## config.mk

```make
export PLATFORM = sky130hd
export DESIGN_NAME = tbce_punct
export DESIGN_NICKNAME = d
export VERILOG_FILES = /design/src/rtl/tbce_pkg.sv /design/src/rtl/tbce_punct_ser.sv /design/src/rtl/tbce_punct.sv
export SDC_FILE = /design/constraint.sdc
export NUM_CORES = 1
export LEC_CHECK = 0
export CAP_MARGIN = 20
export CORE_MARGIN = 4
export CORE_UTILIZATION = 35
export DETAILED_ROUTE_END_ITERATION = 8
export HOLD_SLACK_MARGIN = 0.05
export PLACE_DENSITY = 0.57
export SLEW_MARGIN = 20
export SYNTH_ARGS = -nofsm -noshare
export SYNTH_HDL_FRONTEND = slang
export SYNTH_SLANG_ARGS = --single-unit
```

## constraint.sdc

```tcl
create_clock -name clk -period 3.7 [get_ports clk]
set_clock_uncertainty 0.15 [all_clocks]
set_input_delay 0.37 -clock clk [delete_from_list [all_inputs] [get_ports clk]]
set_output_delay 0.37 -clock clk [all_outputs]
set_load 0.03 [all_outputs]
```

## src/rtl/tbce_pkg.sv

```systemverilog
// tbce_pkg: shared rate encodings, FSM states and puncture helpers for the TBCE.
// Revision: 1.0
`default_nettype none

package tbce_pkg;

  localparam logic [1:0] RATE_1_2 = 2'd0;
  localparam logic [1:0] RATE_2_3 = 2'd1;
  localparam logic [1:0] RATE_3_4 = 2'd2;

  localparam int         K_DEF  = 7;
  localparam logic [6:0] G0_DEF = 7'o133;
  localparam logic [6:0] G1_DEF = 7'o171;

  typedef enum logic [1:0] {
    ST_IDLE  = 2'd0,
    ST_RUN   = 2'd1,
    ST_DRAIN = 2'd2
  } state_t;

  // Returns {keepA, keepB}; the reserved rate code behaves as rate 1/2.
  function automatic logic [1:0] punct_mask(input logic [1:0] rate, input logic [1:0] phase);
    logic [1:0] m;
    m = 2'b11;
    case (rate)
      RATE_2_3: if (phase == 2'd1) m = 2'b10;
      RATE_3_4: begin
        if (phase == 2'd1)      m = 2'b10;
        else if (phase == 2'd2) m = 2'b01;
      end
      default:  m = 2'b11;
    endcase
    return m;
  endfunction

  function automatic logic [1:0] punct_period(input logic [1:0] rate);
    logic [1:0] p;
    case (rate)
      RATE_2_3: p = 2'd2;
      RATE_3_4: p = 2'd3;
      default:  p = 2'd1;
    endcase
    return p;
  endfunction

endpackage

`default_nettype wire

```

## src/rtl/tbce_punct_ser.sv

```systemverilog
// tbce_punct_ser: coded-pair buffer and one-bit-per-cycle serializer with a registered output.
// Revision: 1.0
`default_nettype none

module tbce_punct_ser (
  input  logic       clk,
  input  logic       rst,
  input  logic       load_i,
  input  logic       a_i,
  input  logic       b_i,
  input  logic [1:0] keep_i,
  input  logic       last_i,
  output logic       free_o,
  output logic       dout_o,
  output logic       dout_vld_o,
  output logic       dout_last_o,
  input  logic       dout_rdy_i
);

  logic dout_q, dout_d;
  logic vld_q, vld_d;
  logic dlast_q, dlast_d;
  logic sec_q, sec_d;
  logic b_q, b_d;
  logic blast_q, blast_d;
  logic w_hs;

  assign w_hs   = vld_q & dout_rdy_i;
  // Free once nothing is pending behind the presented bit and that bit is leaving.
  assign free_o = ~sec_q & (~vld_q | dout_rdy_i);

  always_comb begin
    dout_d  = dout_q;
    vld_d   = vld_q;
    dlast_d = dlast_q;
    sec_d   = sec_q;
    b_d     = b_q;
    blast_d = blast_q;
    if (load_i) begin
      if (keep_i[1]) begin
        dout_d  = a_i;
        vld_d   = 1'b1;
        dlast_d = last_i & ~keep_i[0];
        sec_d   = keep_i[0];
        b_d     = b_i;
        blast_d = last_i;
      end else begin
        dout_d  = b_i;
        vld_d   = 1'b1;
        dlast_d = last_i;
        sec_d   = 1'b0;
      end
    end else if (w_hs) begin
      if (sec_q) begin
        dout_d  = b_q;
        vld_d   = 1'b1;
        dlast_d = blast_q;
        sec_d   = 1'b0;
      end else begin
        dout_d  = 1'b0;
        vld_d   = 1'b0;
        dlast_d = 1'b0;
      end
    end
  end

  always_ff @(posedge clk) begin
    if (rst) begin
      dout_q  <= 1'b0;
      vld_q   <= 1'b0;
      dlast_q <= 1'b0;
      sec_q   <= 1'b0;
      b_q     <= 1'b0;
      blast_q <= 1'b0;
    end else begin
      dout_q  <= dout_d;
      vld_q   <= vld_d;
      dlast_q <= dlast_d;
      sec_q   <= sec_d;
      b_q     <= b_d;
      blast_q <= blast_d;
    end
  end

  assign dout_o      = dout_q;
  assign dout_vld_o  = vld_q;
  assign dout_last_o = dlast_q;

endmodule

`default_nettype wire

```

## src/rtl/tbce_punct.sv

```systemverilog
// tbce_punct: tail-biting convolutional encoder with runtime-selectable 802.11a puncturing.
// Revision: 1.0
`default_nettype none

module tbce_punct
  import tbce_pkg::*;
#(
  parameter int           K     = K_DEF,
  parameter logic [K-1:0] G0    = G0_DEF,
  parameter logic [K-1:0] G1    = G1_DEF,
  parameter int           LEN_W = 12
) (
  input  logic             clk,
  input  logic             rst,
  input  logic             start_i,
  input  logic [LEN_W-1:0] blk_len_i,
  input  logic [1:0]       rate_i,
  input  logic [K-2:0]     din_init_i,
  input  logic             din_i,
  input  logic             din_vld_i,
  output logic             din_rdy_o,
  output logic             dout_o,
  output logic             dout_vld_o,
  input  logic             dout_rdy_i,
  output logic             dout_last_o,
  output logic             busy_o,
  output logic             tb_err_o
);

  state_t           state_q, state_d;
  logic [LEN_W-1:0] len_q, len_d;
  logic [LEN_W-1:0] cnt_q, cnt_d;
  logic [1:0]       rate_q, rate_d;
  logic [1:0]       phase_q, phase_d;
  logic [K-2:0]     init_q, init_d;
  logic [K-2:0]     sr_q, sr_d;
  logic             tb_err_q, tb_err_d;

  logic [K-1:0]     w_u;
  logic [K-2:0]     w_sr_next;
  logic             w_a, w_b;
  logic [1:0]       w_keep;
  logic             w_free;
  logic             w_acc;
  logic             w_last_bit;
  logic             w_fin;

  // MSB of u is the current bit (delay 0), matching the generator tap order.
  assign w_u        = {din_i, sr_q};
  assign w_a        = ^(w_u & G0);
  assign w_b        = ^(w_u & G1);
  assign w_sr_next  = {din_i, sr_q[K-2:1]};
  assign w_keep     = punct_mask(rate_q, phase_q);
  assign din_rdy_o  = (state_q == ST_RUN) & w_free;
  assign w_acc      = din_vld_i & din_rdy_o;
  assign w_last_bit = (cnt_q == len_q - LEN_W'(1));
  assign w_fin      = dout_vld_o & dout_rdy_i & dout_last_o;

  always_comb begin
    state_d  = state_q;
    len_d    = len_q;
    cnt_d    = cnt_q;
    rate_d   = rate_q;
    phase_d  = phase_q;
    init_d   = init_q;
    sr_d     = sr_q;
    tb_err_d = 1'b0;
    case (state_q)
      ST_IDLE: begin
        if (start_i && (blk_len_i != '0)) begin
          state_d = ST_RUN;
          len_d   = blk_len_i;
          rate_d  = rate_i;
          init_d  = din_init_i;
          sr_d    = din_init_i;
          cnt_d   = '0;
          phase_d = 2'd0;
        end
      end
      ST_RUN: begin
        if (w_acc) begin
          sr_d    = w_sr_next;
          cnt_d   = cnt_q + LEN_W'(1);
          phase_d = (phase_q == punct_period(rate_q) - 2'd1) ? 2'd0 : phase_q + 2'd1;
          if (w_last_bit) begin
            state_d  = ST_DRAIN;
            // A tail-biting block must wrap back to the state it started from.
            tb_err_d = (w_sr_next != init_q);
          end
        end
      end
      ST_DRAIN: begin
        if (w_fin) state_d = ST_IDLE;
      end
      default: state_d = ST_IDLE;
    endcase
  end

  always_ff @(posedge clk) begin
    if (rst) begin
      state_q  <= ST_IDLE;
      len_q    <= '0;
      cnt_q    <= '0;
      rate_q   <= 2'd0;
      phase_q  <= 2'd0;
      init_q   <= '0;
      sr_q     <= '0;
      tb_err_q <= 1'b0;
    end else begin
      state_q  <= state_d;
      len_q    <= len_d;
      cnt_q    <= cnt_d;
      rate_q   <= rate_d;
      phase_q  <= phase_d;
      init_q   <= init_d;
      sr_q     <= sr_d;
      tb_err_q <= tb_err_d;
    end
  end

  tbce_punct_ser u_ser (
    .clk         (clk),
    .rst         (rst),
    .load_i      (w_acc),
    .a_i         (w_a),
    .b_i         (w_b),
    .keep_i      (w_keep),
    .last_i      (w_last_bit),
    .free_o      (w_free),
    .dout_o      (dout_o),
    .dout_vld_o  (dout_vld_o),
    .dout_last_o (dout_last_o),
    .dout_rdy_i  (dout_rdy_i)
  );

  assign busy_o   = (state_q != ST_IDLE);
  assign tb_err_o = tb_err_q;

endmodule

`default_nettype wire

```

==> impl_metrics.toml, run 1 <==
[outcome]
status = "completed"

[min_path]
min_to = "state_q[0]"
hold_path_startpoint = "state_q[1]"
hold_depth = 1
hold_class = "flop to flop"

[route]
wl_per_cell_um = 14.0
drc = 0
ant_nets = 0
first_iter_violations = 72
drtPass1Iterations = 4
vias = 2120
routed_via_density = 4.95
drt_wl_total_um = 5980

[floorplan]
die_h_um = 95.0
core_mm2 = 0.00729
rows = 31
fp.dieW_um = 95.0
start_util_pct = 36.3
ioPinCount = 32
dieArea_mm2 = 0.00902

[power]
power_density_mw_per_mm2 = 384
power_leakage_nw = 1.20
peakVddDrop_mv = 0.125
p_total_mw = 1.22

[cts]
post_cts_buffers = 0
clk_pin_slew_ps = 90
clockBufferDepth = 2
clock-sinks = 49
tritoncts = "yes"
insertion_delay_ps = 300
cts_root_buf = "clkbuf_8"
hold_buffers = 0
h-tree-depth = 2
numCtsBuffers = 5
post_cts_resized = 0

[global_route]
gr-total-overflow = 0
grt_max_degree = 28
global_route.usage.met3_pct = 2.47
first_global_vias = 1969
antenna_found_initial = 0
use_met1_pct = 21.0
top_usage_layer = "met1"
grt.total_usage_pct = 13.8
grtUsageMet2_pct = 20.6
grt_pass1_wl_um = 9840

[synth]
synth_most_common_cell = "dfxtp_1"
yosysSeqAreaShare_pct = 37.1
synth_edf_count = 0
synthTopCellsByCount = "dfxtp_1, nor2_1, mux2i_1"
synth.largest_area_cell = "dfxtp_1"
synth_area_mm2 = 0.00265
synth_seq_cells = 49
syn_inst = 297
synth.distinct_cells = 45
avgSynthCellArea_um2 = 8.91
synth_top_cell_area_share_pct = 37.1
synthesis.nets = 330
synth_warnings = 0
async_reset_ff_share_pct = 0
synthFlopType = "dfxtp_1"
synth_area_leaders = "dfxtp_1, mux2i_1, nor2_1, xnor2_1, xor2_1"

[setup_path]
worst-r2r-setup-slack_ps = 1020
reg2regPathDepth = 6
cp_max_fo = 18
r2r-end = "cnt_q[11]"
critPathCaptureType = "flop"
reg2reg_from = "state_q[1]"
cp_data_arrival_time_ps = 2770
cp.required_ps = 3740
crit_path_start_kind = "primary input"
worstSetupPathType = "primary input to flop"

[layout]
regArea_um2 = 981
antenna_cells = 0
final_area_mm2 = 0.00319
nFillCells = 768
nets = 361
drive_gt1_share_pct = 7.60
multi_input_area_mm2 = 0.00158
layout-area-overhead-vs-synth_pct = 20.5

[sta]
grt_setup_unrepaired = "no"
slew_headroom_pct = 36.8
finalWorstPathRequiredPeriod_ps = 2730
hold_ws_ps = 310
fin_setup_tns_ps = 0
fin_crit_sh_pct = 73.7
hold_viol = 0
tightest_slew_ps = 940
setup_viol = 0
drv_slew = 0
fmax_mhz = 367

[placed_design]
gp_congestion = 0.816
numPortBuffers = 31
place_area_mm2 = 0.00307
hpwl_um = 4480

[flow_run]
cap_violations = 0
-- power by group --
group | total, mW | internal (mW) | switching [mW] | leakage [nW]
combinational | 0.239 | 0.117 | 0.122 | 0.739
clock | 0.405 | 0.220 | 0.185 | 0.0574
sequential | 0.580 | 0.552 | 0.0281 | 0.400
total | 1.22 | 0.889 | 0.334 | 1.20
-- cells by family (layout without fill, tap and decap cells) --
| kind of cell | Yosys count | after routing | synth area share (%) |
|---|---|---|---|
| and+or+nand+nor | 116 | 116 | 24.6 |
| DFF | 49 | 49 | 37.1 |
| AOI/OAI and AO/OA | 48 | 48 | 12.2 |
| xor gates and xnor gates | 33 | 33 | 10.9 |
| muxes | 23 | 23 | 8.70 |
| buffers and inverters | 21 | 53 | 3.17 |
| adders and majority gates | 7 | 7 | 3.31 |
-- worst max-delay path, cell delays in order --
cell	delay (ps)
clkdlybuf4s50_1	420
nor4_1	820
a311oi_4	170
or2_1	510
nand4_4	260
xor2_1	160
nor2_1	50
-- sequential cells by signal (all words and copies together), names as in the netlist, 2 cells and up --
name and flops:
len_q 12, phase_q 2, cnt_q 12, rate_q 2, init_q 6, sr_q 6
state_q 2
-- per-layer routing --
metal  part of all wire (%)  vias to the layer above
met5                      0                        -
met4                   0.57                        0
met3                    4.1                        4
met2                     43                       35
met1                     53                      976
li1                       -                     1105
-- layout by cell type, fill, tap and decap left out, types with 3 or more instances in the layout --
cell and count:
nand3_1 8, a21o_1 4, dfxtp_1 49, nand2b_1 4
mux2i_1 23, xor2_1 13, and3_1 3, xnor2_1 20
nand2_1 10, buf_4 5, o21ai_0 7, or3_1 6
nor2_1 47, nor4_1 3, nand4_1 8, nor3_1 7
a21oi_1 18, ha_1 7, clkbuf_8 6, a211oi_1 8
clkdlybuf4s50_1 31, inv_1 9
-- through the flow --
step	worst slack (ps)	cells	utilization [%]
after floorplan	1340	297	-
after global placement	635	420	42.1
after detailed placement	615	420	42.1
after CTS	927	428	43.7
after global routing	770	428	43.7
final	974	428	43.7
-- worst max-delay path by stage --
stage                           end         start  cells past startpoint
after floorplan           cnt_q[11]    state_q[1]                      7
after global placement     cnt_q[3]  blk_len_i[9]                      7
after detailed placement   cnt_q[3]  blk_len_i[9]                      7
after CTS                  cnt_q[3]  blk_len_i[9]                      7
after global routing      cnt_q[11]  blk_len_i[9]                      7
final                      cnt_q[3]  blk_len_i[9]                      7
-- layout make-up --
class | count | area share (%)
multi-input combinational | 227 | 49.6
sequential | 49 | 30.8
timing repair buffer | 36 | 10.9
tap | 99 | 3.89
clock buffer | 6 | 2.59
clock inverter | 2 | 1.18
inverter | 9 | 1.06
(Power assumes the default switching activity.)
==> run 2, diff against run 1 <==
clock period = 2.6 ns   (was 3.7 ns; I/O delays follow)
==> impl_metrics.toml, run 2 (synthesis results as in run 1) <==
[sta]
hold_ws_ps = 324
fmax_mhz = 431
drv_slew = 0
fin_crit_sh_pct = 89.2
slew_headroom_pct = 69.9
grt_setup_unrepaired = "no"
fin_setup_tns_ps = 0
setup_viol = 0
finalWorstPathRequiredPeriod_ps = 2320
tightest_slew_ps = 451
hold_viol = 0

[flow_run]
cap_violations = 0

[power]
power_density_mw_per_mm2 = 509
power_leakage_nw = 1.24
clock_power_share_pct = 28.4
p_int_mw = 1.16
peakVddDrop_mv = 0.177
power_frac_comb_pct = 21.9
p_seq_share_pct = 49.7
power_switching_mw = 0.495
p_total_mw = 1.66
switching_share_pct = 29.9

[floorplan]
ioPinCount = 32
core_mm2 = 0.00729
die_h_um = 95.0
rows = 31
fp.dieW_um = 95.0
start_util_pct = 36.3
dieArea_mm2 = 0.00902

[outcome]
status = "completed"

[cts]
h-tree-depth = 2
clock-sinks = 49
post_cts_resized = 0
insertion_delay_ps = 310
clk_pin_slew_ps = 100
hold_buffers = 0
cts_root_buf = "clkbuf_8"
clockBufferDepth = 2
numCtsBuffers = 5
post_cts_buffers = 0
tritoncts = "yes"

[route]
wl_per_cell_um = 14.0
drc = 0
drt_wl_total_um = 6160
drtPass1Iterations = 5
first_iter_violations = 71
vias = 2175
routed_via_density = 4.94
ant_nets = 0

[global_route]
grt_max_degree = 18
grt.total_usage_pct = 14.5
grt_pass1_wl_um = 10300
gr-total-overflow = 0
first_global_vias = 2132
antenna_found_initial = 0

[layout]
largest_registers = "cnt_q: 12 flops, len_q: 12 flops"
final_common_cell = "dfxtp_1"
drive_gt1_share_pct = 10.9
nets = 373
finish.utilization_pct = 44.6
final_cells = 440
antenna_cells = 0
final_cell_mix = "dfxtp_1, nor2_1, clkdlybuf4s50_1"
layout-area-overhead-vs-synth_pct = 22.9

[placed_design]
gp_congestion = 0.803
numPortBuffers = 31
placedCellCount = 432
hpwl_um = 4690

[min_path]
hold_class = "flop to flop"

[setup_path]
crit_path_start_kind = "flop"
worstSetupPathType = "flop to flop"
cp_max_fo = 4
cp_data_arrival_time_ps = 2400
critPathCaptureType = "flop"
cp.required_ps = 2680
run 2: area by class of cell:
class	count	area [um^2]
clock buffer	5	68.8
tap	99	124
multi-input combinational	227	1580
sequential	49	981
timing repair buffer	48	438
fill	773	4040
clock inverter	3	25.0
inverter	9	33.8
run 2: power groups by stage:
stage	registers [mW]	logic (mW)	clock network, mW
floorplan	0.837	0.238	0
global placement	0.840	0.362	0
detailed placement	0.841	0.363	0
CTS	0.823	0.365	0.489
global route	0.829	0.400	0.515
finish	0.823	0.363	0.470
run 2: final timing paths:
path	start	to	slack, ps	cells past startpoint
setup reg to reg	len_q[0]	tb_err_o	280	8
hold / removal	state_q[1]	state_q[0]	320	1
setup / recovery	len_q[0]	tb_err_o	280	8
hold reg to reg	state_q[1]	state_q[0]	320	1
run 2: per-layer routing:
layer  wire length [um]  track usage, %
met1               3360            21.6
met2               2510            21.3
met3                253            2.71
met4                 44            3.97
met5                  0               0
run 2: worst max-delay path: stages (launching register included):
cell,delay (ps)
dfxtp_1,370
inv_1,70
ha_1,300
xnor2_1,120
a211oi_1,220
o2111ai_1,160
nor4_2,390
nand4_2,210
nor4_2,240
run 2: per-stage QoR:
step	worst slack (ps)	instance area (um^2)
final	281	3250
after global routing	43.5	3250
after CTS	278	3250
after detailed placement	159	3160
after global placement	109	3160
after floorplan	240	2650
